--- src/rtl/ssp_rx_deserializer_if.sv ---
// ssp_rx_deserializer_if
//   Groups the SSP receive front-end signals.
//   master : drives the serial pins, enable and FIFO-full flag (the environment)
//   slave  : the deserializer, drives rxdata/rx_wr/rx_overrun/rx_busy
//   sse        SSP enable
//   sspclkin   external serial clock (asynchronous)
//   sspfssin   frame-sync, active high
//   ssprxd     serial receive data
//   flag_full  RxFIFO full
//   rxdata     assembled word to RxFIFO
//   rx_wr      one-cycle RxFIFO write strobe
//   rx_overrun one-cycle pulse, word dropped because FIFO full
//   rx_busy    frame in progress
interface ssp_rx_if #(
    parameter int DATA_WIDTH = 8
);
    logic                  sse;
    logic                  sspclkin;
    logic                  sspfssin;
    logic                  ssprxd;
    logic                  flag_full;
    logic [DATA_WIDTH-1:0] rxdata;
    logic                  rx_wr;
    logic                  rx_overrun;
    logic                  rx_busy;

    modport master (
        output sse, sspclkin, sspfssin, ssprxd, flag_full,
        input  rxdata, rx_wr, rx_overrun, rx_busy
    );

    modport slave (
        input  sse, sspclkin, sspfssin, ssprxd, flag_full,
        output rxdata, rx_wr, rx_overrun, rx_busy
    );
endinterface

--- src/rtl/ssp_rx_deserializer.sv ---
// ssp_rx_deserializer
//   Receive-side serial front end. Synchronises the external serial clock,
//   frame-sync and data onto pclk, shifts MSB-first frames into a
//   DATA_WIDTH-bit word and pushes each complete word into the RxFIFO.
//   A word completing while the FIFO is full is dropped with rx_overrun.
//   pclk   system clock, rising edge
//   clr_b  asynchronous active-low reset
//   bus    ssp_rx_if slave modport (pins, enable, FIFO handshake, status)
module ssp_rx_deserializer #(
    parameter int DATA_WIDTH  = 8,
    parameter int SYNC_STAGES = 2
) (
    input  logic    pclk,
    input  logic    clr_b,
    ssp_rx_if.slave bus
);

    localparam int CW = (DATA_WIDTH > 1) ? $clog2(DATA_WIDTH) : 1;
    localparam logic [CW-1:0] LAST_BIT = CW'(DATA_WIDTH - 1);

    typedef enum logic {
        IDLE  = 1'b0,
        SHIFT = 1'b1
    } state_t;

    // Synchronisers: all three lines see the same number of stages so the
    // data and frame-sync stay aligned with the clock they were launched on.
    logic [SYNC_STAGES-1:0] sck_sync;
    logic [SYNC_STAGES-1:0] fss_sync;
    logic [SYNC_STAGES-1:0] rxd_sync;
    logic                   s_sck_d;

    logic s_sck;
    logic s_fss;
    logic s_rxd;
    logic sck_rise;

    assign s_sck    = sck_sync[SYNC_STAGES-1];
    assign s_fss    = fss_sync[SYNC_STAGES-1];
    assign s_rxd    = rxd_sync[SYNC_STAGES-1];
    assign sck_rise = s_sck & ~s_sck_d;

    // Synchronisers ignore sse so edge detection is valid the moment the
    // block is re-enabled.
    always_ff @(posedge pclk or negedge clr_b) begin
        if (!clr_b) begin
            sck_sync <= '0;
            fss_sync <= '0;
            rxd_sync <= '0;
            s_sck_d  <= 1'b0;
        end else begin
            sck_sync <= {sck_sync[SYNC_STAGES-2:0], bus.sspclkin};
            fss_sync <= {fss_sync[SYNC_STAGES-2:0], bus.sspfssin};
            rxd_sync <= {rxd_sync[SYNC_STAGES-2:0], bus.ssprxd};
            s_sck_d  <= s_sck;
        end
    end

    state_t                state, state_n;
    logic [CW-1:0]         bit_cnt, bit_cnt_n;
    logic [DATA_WIDTH-1:0] shreg, shreg_n;
    logic                  push_pend, push_pend_n;

    always_ff @(posedge pclk or negedge clr_b) begin
        if (!clr_b) begin
            state     <= IDLE;
            bit_cnt   <= '0;
            shreg     <= '0;
            push_pend <= 1'b0;
        end else begin
            state     <= state_n;
            bit_cnt   <= bit_cnt_n;
            shreg     <= shreg_n;
            push_pend <= push_pend_n;
        end
    end

    always_comb begin
        state_n     = state;
        bit_cnt_n   = bit_cnt;
        shreg_n     = shreg;
        push_pend_n = 1'b0;
        if (!bus.sse) begin
            state_n   = IDLE;
            bit_cnt_n = '0;
        end else if (sck_rise) begin
            case (state)
                IDLE: begin
                    // Frame-sync bit period carries no data; only arms the shift.
                    if (s_fss) begin
                        state_n   = SHIFT;
                        bit_cnt_n = '0;
                    end
                end
                SHIFT: begin
                    shreg_n = {shreg[DATA_WIDTH-2:0], s_rxd};
                    if (bit_cnt == LAST_BIT) begin
                        push_pend_n = 1'b1;
                        bit_cnt_n   = '0;
                        // Frame-sync on the LSB chains straight into the next frame.
                        if (!s_fss) state_n = IDLE;
                    end else begin
                        // Frame-sync before the LSB is ignored; no restart.
                        bit_cnt_n = bit_cnt + CW'(1);
                    end
                end
                default: state_n = IDLE;
            endcase
        end
    end

    // Push stage: one cycle after the last bit lands in shreg.
    logic [DATA_WIDTH-1:0] rxdata_q;
    logic                  rx_wr_q;
    logic                  rx_overrun_q;

    always_ff @(posedge pclk or negedge clr_b) begin
        if (!clr_b) begin
            rxdata_q     <= '0;
            rx_wr_q      <= 1'b0;
            rx_overrun_q <= 1'b0;
        end else begin
            rx_wr_q      <= 1'b0;
            rx_overrun_q <= 1'b0;
            if (push_pend && bus.sse) begin
                if (!bus.flag_full) begin
                    rxdata_q <= shreg;
                    rx_wr_q  <= 1'b1;
                end else begin
                    rx_overrun_q <= 1'b1;
                end
            end
        end
    end

    assign bus.rxdata     = rxdata_q;
    assign bus.rx_wr      = rx_wr_q;
    assign bus.rx_overrun = rx_overrun_q;
    assign bus.rx_busy    = (state == SHIFT);

endmodule

--- src/flat_wrapper.sv ---
// flat-port wrapper written by rule: the top's interface ports become plain ports
module ssp_rx_deserializer_flat 
#(
    parameter int DATA_WIDTH  = 8,
    parameter int SYNC_STAGES = 2
)
  (pclk, clr_b, bus_sse, bus_sspclkin, bus_sspfssin, bus_ssprxd, bus_flag_full, bus_rxdata, bus_rx_wr, bus_rx_overrun, bus_rx_busy);
  ssp_rx_if #(.DATA_WIDTH(DATA_WIDTH)) bus_i ();
  input  logic pclk;
  input  logic clr_b;
  input wire logic [$bits(bus_i.sse)-1:0] bus_sse;
  input wire logic [$bits(bus_i.sspclkin)-1:0] bus_sspclkin;
  input wire logic [$bits(bus_i.sspfssin)-1:0] bus_sspfssin;
  input wire logic [$bits(bus_i.ssprxd)-1:0] bus_ssprxd;
  input wire logic [$bits(bus_i.flag_full)-1:0] bus_flag_full;
  output wire logic [$bits(bus_i.rxdata)-1:0] bus_rxdata;
  output wire logic [$bits(bus_i.rx_wr)-1:0] bus_rx_wr;
  output wire logic [$bits(bus_i.rx_overrun)-1:0] bus_rx_overrun;
  output wire logic [$bits(bus_i.rx_busy)-1:0] bus_rx_busy;
  assign bus_i.sse = bus_sse;
  assign bus_i.sspclkin = bus_sspclkin;
  assign bus_i.sspfssin = bus_sspfssin;
  assign bus_i.ssprxd = bus_ssprxd;
  assign bus_i.flag_full = bus_flag_full;
  assign bus_rxdata = bus_i.rxdata;
  assign bus_rx_wr = bus_i.rx_wr;
  assign bus_rx_overrun = bus_i.rx_overrun;
  assign bus_rx_busy = bus_i.rx_busy;
  ssp_rx_deserializer #(.DATA_WIDTH(DATA_WIDTH), .SYNC_STAGES(SYNC_STAGES)) u_core (.pclk(pclk), .clr_b(clr_b), .bus(bus_i));
endmodule
--- config.mk ---
export PLATFORM = sky130hd
export DESIGN_NAME = ssp_rx_deserializer_flat
export DESIGN_NICKNAME = d
export VERILOG_FILES = /design/src/rtl/ssp_rx_deserializer_if.sv /design/src/rtl/ssp_rx_deserializer.sv /design/src/flat_wrapper.sv
export SDC_FILE = /design/constraint.sdc
export NUM_CORES = 1
export LEC_CHECK = 0
export BUFFER_PORTS_ARGS = -buffer_cell sky130_fd_sc_hd__buf_2
export CORE_ASPECT_RATIO = 0.9
export CORE_MARGIN = 2
export CORE_UTILIZATION = 36
export CTS_CLUSTER_DIAMETER = 40
export DETAILED_ROUTE_END_ITERATION = 8
export PLACE_DENSITY_LB_ADDON = 0.15
export SYNTH_ARGS = -nofsm -noshare
export SYNTH_HDL_FRONTEND = slang
export SYNTH_SLANG_ARGS = --single-unit
export TNS_END_PERCENT = 100
--- constraint.sdc ---
create_clock -name pclk -period 1.13 [get_ports pclk]
set_input_delay 0.1695 -clock pclk [delete_from_list [all_inputs] [get_ports pclk]]
set_output_delay 0.1695 -clock pclk [all_outputs]
set_load 0.05 [all_outputs]
==> results.yml, run 1 <==
logic_synthesis:
  synth_seq_area_share_pct: 68.4
  ys_ff_latch: 30
  syn_nets: 79
  synth_top_area_share_pct: 68.4
  synth-main-ff-cell: "dfrtp_1"
  syn_area_sq_um: 1100
  synthCells: 70
  yosys-top-cells-count: "dfrtp_1, mux2_2, nand2_1"
  synth_area_leader_cell: "dfrtp_1"
  synth.area.top_cells: "dfrtp_1, mux2_2, nand2_1, ha_1, o22ai_1"
  yosysMostFrequentCell: "dfrtp_1"
  synth_warnings: 0
  synth_cell_types: 16
  synth_edf_count: 0
  postSynthAreaPerCell_sq_um: 15.7
  synthArstFlopShare_pct: 100
hold_path:
  min_to: "u_core.bus.rx_overrun"
  holdPathStages: 2
  min_path_type: "in -> reg"
  min_from: "bus_flag_full"
clock_network:
  clockBufferDepth: 2
  clock_sinks: 30
  clkLatencyLatePin_ns: 0.33
  root_buffer: "clkbuf_4"
  clk_pin_slew_ns: 0.09
  cts_buffers: 5
  cts_tree: "built"
  cts-htree-levels: 2
timing:
  clock.fmax_mhz: 885
  fin_crit_sh_pct: 100
  final.min_clock_period_ns: 1.13
  finClkSkew_ns: 0.00800
  fin_ws_ns: 0.000322
  rsz0062_at_grt: "yes"
  max_slew.worst_pin.slew_ns: 0.266
  final_hold_viol_count: 0
  setup_violations: 0
  relSlewSlack_pct: 82.3
  finalMaxSlewViolations: 0
  hold_slack_ns: 0.0994
global_routing:
  grt.busiest_layer: "met2"
  grt_util_all_layers_pct: 12.2
  grt_overflow: 0
  met2_usage_pct: 16.5
  antenna_found_initial: 0
  grt_pass1_vias: 670
  grtUsageMet1_pct: 15.5
  gr-usage-met3_pct: 6.61
  grt_pass1_wl_microns: 3150
  grt_max_degree: 14
flow_run:
  drv_cap: 0
final_layout:
  layout-drive-gt1-share_pct: 56.1
  fin_nets: 115
  fin_area_sq_um: 1500
  n_antenna_cell: 0
  syn2layout_area_growth_pct: 36.4
run_status:
  run_status: "finished clean"
critical_path:
  rr_worst_depth: 5
  worst_r2r_endpoint: "u_core.bit_cnt[0]"
  crit-reg2reg-launch: "u_core.bit_cnt[0]"
  required_ns: 1.38
  worstPathArrival_ns: 1.38
  startpoint_type: "register"
  r2r_setup_slack_ns: 0.0003
  critical_path_class: "reg -> reg"
  cp_max_fo: 2
  end_kind: "register"
routing:
  drt-pass1-iter-count: 4
  drt-initial-drc-count: 18
  wire_per_inst_microns: 12.1
  dr_total_vias: 667
  drt-vias-per-instance: 4.54
  routed_wl_microns: 1770
  drc: 0
  drtAntennaViolNets: 0
floorplan:
  chipHeight_microns: 56.4
  num_rows: 18
  start_util_pct: 39.0
  die_x_microns: 62.2
  ioPinCount: 18
  die_area_sq_um: 3510
  core_sq_um: 2820
placed_design:
  gp_congestion: 0.640
  dp_slack_ns: -0.0327
  dpl.hpwl_microns: 1150
  portBuffers: 17
  place_area_sq_um: 1260
power_and_ir_drop:
  p_per_area_nw_per_um2: 1340
  p_leak_nw: 0.766
  total_power_mw: 2.01
  ir_worst_vdd_mv: 0.767
-- placed cells by master, fill, tap and decap left out, drive strengths merged --
master | Yosys | routed
dfrtp | 30 | 30
buf | 1 | 23
mux2 | 16 | 16
clkbuf | 0 | 10
nand2 | 7 | 7
dlygate4sd3 | 0 | 4
o22ai | 3 | 3
nand3b | 2 | 2
inv | 2 | 2
nand3 | 1 | 2
ha | 2 | 2
and3 | 1 | 1
nor2b | 1 | 1
nor2 | 1 | 1
o21a | 1 | 1
a21oi | 1 | 1
a31o | 1 | 1
-- worst max-delay path: stages, from the launching register on --
cell      delay (ns)
dfrtp_1         0.40
ha_2            0.21
ha_4            0.16
inv_2           0.05
nand3b_1        0.08
o22ai_1         0.16
-- worst max path at each step --
stage	to	start	cells after the start	slack, ns
floorplan	u_core.shreg[0]	u_core.bus.rx_busy	2	-0.0003
global placement	u_core.bit_cnt[0]	u_core.bit_cnt[0]	5	-0.02
detailed placement	u_core.bit_cnt[0]	u_core.bit_cnt[0]	5	-0.03
CTS	bus_rxdata[6]	u_core.bus.rxdata[6]	1	0.005
global route	u_core.bit_cnt[0]	u_core.bit_cnt[0]	5	-0.06
finish	u_core.bit_cnt[0]	u_core.bit_cnt[0]	5	0.0003
-- registers in the layout (all words and copies together), names as in the netlist --
name,flops
u_core.bus.rxdata,8
u_core.shreg,8
u_core.bit_cnt,3
u_core.fss_sync,2
u_core.rxd_sync,2
u_core.sck_sync,2
u_core.bus.rx_busy,1
u_core.bus.rx_overrun,1
u_core.bus.rx_wr,1
u_core.push_pend,1
u_core.s_sck_d,1
-- cells by family (layout without fill, tap and decap cells) --
group	Yosys count	count (layout)	share of synthesized area, %
buffers and inverters	3	39	1.37
multiplexers	16	16	16.4
flip-flops	30	30	68.4
AO/OA/AOI/OAI	6	6	3.65
adder cells (fa/ha/maj)	2	2	2.28
AND/OR/NAND/NOR	13	14	7.87
-- metal layers --
layer	vias up	wire length (microns)
li1	317	-
met1	322	844
met2	24	778
met3	4	121
met4	0	27
met5	-	0
-- through the flow --
stage               cells  TNS (ns)  util, %
global route          147    -0.291     53.2
floorplan              70  -0.00207        -
global placement      130   -0.0239     44.6
CTS                   144         0     50.4
detailed placement    130   -0.0327     44.6
finish                147         0     53.2
-- repair_timing --
item                                   CTS  global route
pin swaps                                3             4
endpoints found under the hold margin   26             0
setup endpoints to repair                9            28
setup buffers                            2             2
hold buffers                             4             0
gates resized for setup                  8            18
cloned                                   0             1
-- power breakdown --
group / internal (mW) / switching [mW]
Clock: 0.425 / 0.346
Combinational: 0.0578 / 0.0574
Sequential: 1.10 / 0.0210
Total: 1.59 / 0.424
-- area by class of cell --
type / instances / area (sq um)
clock buffer: 8 / 78.8
fill: 242 / 1320
inverter: 2 / 7.51
multi-input combinational: 38 / 379
sequential: 30 / 752
tap: 40 / 50.0
timing repair buffer: 29 / 229
Note: power is estimated with default switching activity, not from simulation.
==> run 2, diff against run 1 <==
==> constraint.sdc (replaced) <==
create_clock -name pclk -period 1.1 [get_ports pclk]
set_input_delay 0.165 -clock pclk [delete_from_list [all_inputs] [get_ports pclk]]
set_output_delay 0.165 -clock pclk [all_outputs]
set_load 0.05 [all_outputs]
==> results.yml, run 2 (same netlist as run 1, synthesis figures left out) <==
global_routing:
  grt.busiest_layer: "met2"
  met2_usage_pct: 17.2
  grtUsageMet1_pct: 13.9
  grt_max_degree: 19
  gr-usage-met3_pct: 5.81
  grt_overflow: 0
  antenna_found_initial: 0
  grt_pass1_wl_microns: 3050
  grt_pass1_vias: 682
  grt_util_all_layers_pct: 11.7
critical_path:
  critical_path_class: "reg -> reg"
  end_kind: "register"
  crit-reg2reg-launch: "u_core.bit_cnt[0]"
  path_buf_inv: 0
  cp_top_family: "adder cells"
  critPathMaxStageDelay_ns: 0.40
  rr_worst_depth: 4
  required_ns: 1.34
  crit_path_cell_trace: "ha_2 -> ha_4 -> nand2_2 -> o22ai_1"
  startpoint_type: "register"
  critPathSlowestCell: "dfrtp_1"
  worstPathArrival_ns: 1.37
  worst_r2r_endpoint: "u_core.bit_cnt[2]"
  r2r_setup_slack_ns: -0.03
  cp_max_fo: 2
floorplan:
  start_util_pct: 39.0
  num_rows: 18
  ioPinCount: 18
  core_sq_um: 2820
  die_x_microns: 62.2
  die_area_sq_um: 3510
  chipHeight_microns: 56.4
final_layout:
  layout-drive-gt1-share_pct: 56.4
  n_antenna_cell: 0
  layout_commonest_cell: "dfrtp_1"
  syn2layout_area_growth_pct: 39.3
  seq_area_sq_um: 752
  final_util_pct: 54.3
  final_cell_mix: "dfrtp_1, mux2_2, buf_4"
  multiInputGateArea_sq_um: 368
  fin_nets: 118
  nFillCells: 226
routing:
  drt-vias-per-instance: 4.51
  drc: 0
  drt-initial-drc-count: 10
  wire_per_inst_microns: 12.5
  drtAntennaViolNets: 0
  dr_total_vias: 676
  routed_wl_microns: 1870
  drt-pass1-iter-count: 2
timing:
  finClkSkew_ns: 0.0101
  max_slew.worst_pin.slew_ns: 0.380
  setup_violations: 10
  fin_crit_sh_pct: 102
  relSlewSlack_pct: 74.6
  final.min_clock_period_ns: 1.13
  final_hold_viol_count: 0
  fin_ws_ns: -0.0272
  rsz0062_at_grt: "yes"
  clock.fmax_mhz: 887
  finalMaxSlewViolations: 0
clock_network:
  clock_sinks: 30
  cts_buffers: 5
  clockBufferDepth: 2
  cts-htree-levels: 2
  cts_tree: "built"
  clk_pin_slew_ns: 0.10
  clkLatencyLatePin_ns: 0.33
  root_buffer: "clkbuf_4"
placed_design:
  dpl.hpwl_microns: 1220
  portBuffers: 17
  gp_congestion: 0.664
flow_run:
  drv_cap: 0
run_status:
  run_status: "finished with violations"
  violations: "negative setup slack"
power_and_ir_drop:
  power_frac_comb_pct: 5.5
  ir_worst_vdd_mv: 0.711
  swShare_pct: 21.6
  power_frac_clock_pct: 38.9
  cellInternalPower_mw: 1.63
  seq_power_share_pct: 55.6
  p_leak_nw: 0.783
  total_power_mw: 2.07
  p_switching_mw: 0.448
  p_per_area_nw_per_um2: 1360
hold_path:
  min_from: "bus_flag_full"
  holdPathStages: 2
  min_to: "u_core.bus.rx_overrun"
  min_path_type: "in -> reg"
-- run 2: power groups by stage --
stage | Sequential, mW | Combinational (mW) | Clock (mW)
after floorplan | 1.18 | 0.0382 | 0
after global placement | 1.17 | 0.0935 | 0
after detailed placement | 1.17 | 0.0953 | 0
after CTS | 1.15 | 0.114 | 0.839
after global routing | 1.16 | 0.127 | 0.899
final | 1.15 | 0.114 | 0.807
-- run 2: final cells by class --
class | count | share of cell area, %
Clock buffer | 8 | 5.16
Multi-Input combinational cell | 38 | 24.1
Inverter | 2 | 0.491
Timing Repair Buffer | 32 | 17.8
Tap cell | 40 | 3.27
Sequential cell | 30 | 49.2
-- run 2: timing repair --
action / in CTS / in global routing
hold buffers: 4 / 0
hold endpoints to repair: 19 / 0
setup endpoints to repair: 29 / 23
resized for setup: 15 / 14
gates cloned: 0 / 1
pin swaps: 5 / 3
setup buffers: 3 / 2
-- run 2: how the worst max path moves through the flow --
stage,from,endpoint,slack [ns],cells past startpoint
after detailed placement,u_core.bit_cnt[0],u_core.bit_cnt[0],-0.06,5
after global placement,u_core.bit_cnt[0],u_core.bit_cnt[0],-0.03,5
final,u_core.bit_cnt[0],u_core.bit_cnt[2],-0.03,4
after CTS,u_core.bus.rx_busy,bus_rx_busy,-0.03,1
after floorplan,u_core.bus.rx_busy,u_core.shreg[0],-0.03,2
after global routing,u_core.s_sck_d,u_core.shreg[0],-0.08,3
-- run 2: per-layer routing --
metal  wire [microns]  vias up
met5                0        -
met4               43        0
met3              108        7
met2              843       17
met1              876      326
li1                 -      326
-- run 2: per-stage QoR --
stage / hold WS (ns) / setup TNS, ns / worst slack (ns) / area (sq um) / instances
floorplan: -0.131 / -0.242 / -0.0303 / 1100 / 70
global placement: 0.107 / -0.103 / -0.0307 / 1270 / 132
detailed placement: 0.108 / -0.229 / -0.0584 / 1270 / 132
CTS: 0.0748 / -0.146 / -0.0284 / 1460 / 147
global route: 0.0695 / -0.922 / -0.0785 / 1530 / 150
finish: 0.0956 / -0.113 / -0.0272 / 1530 / 150
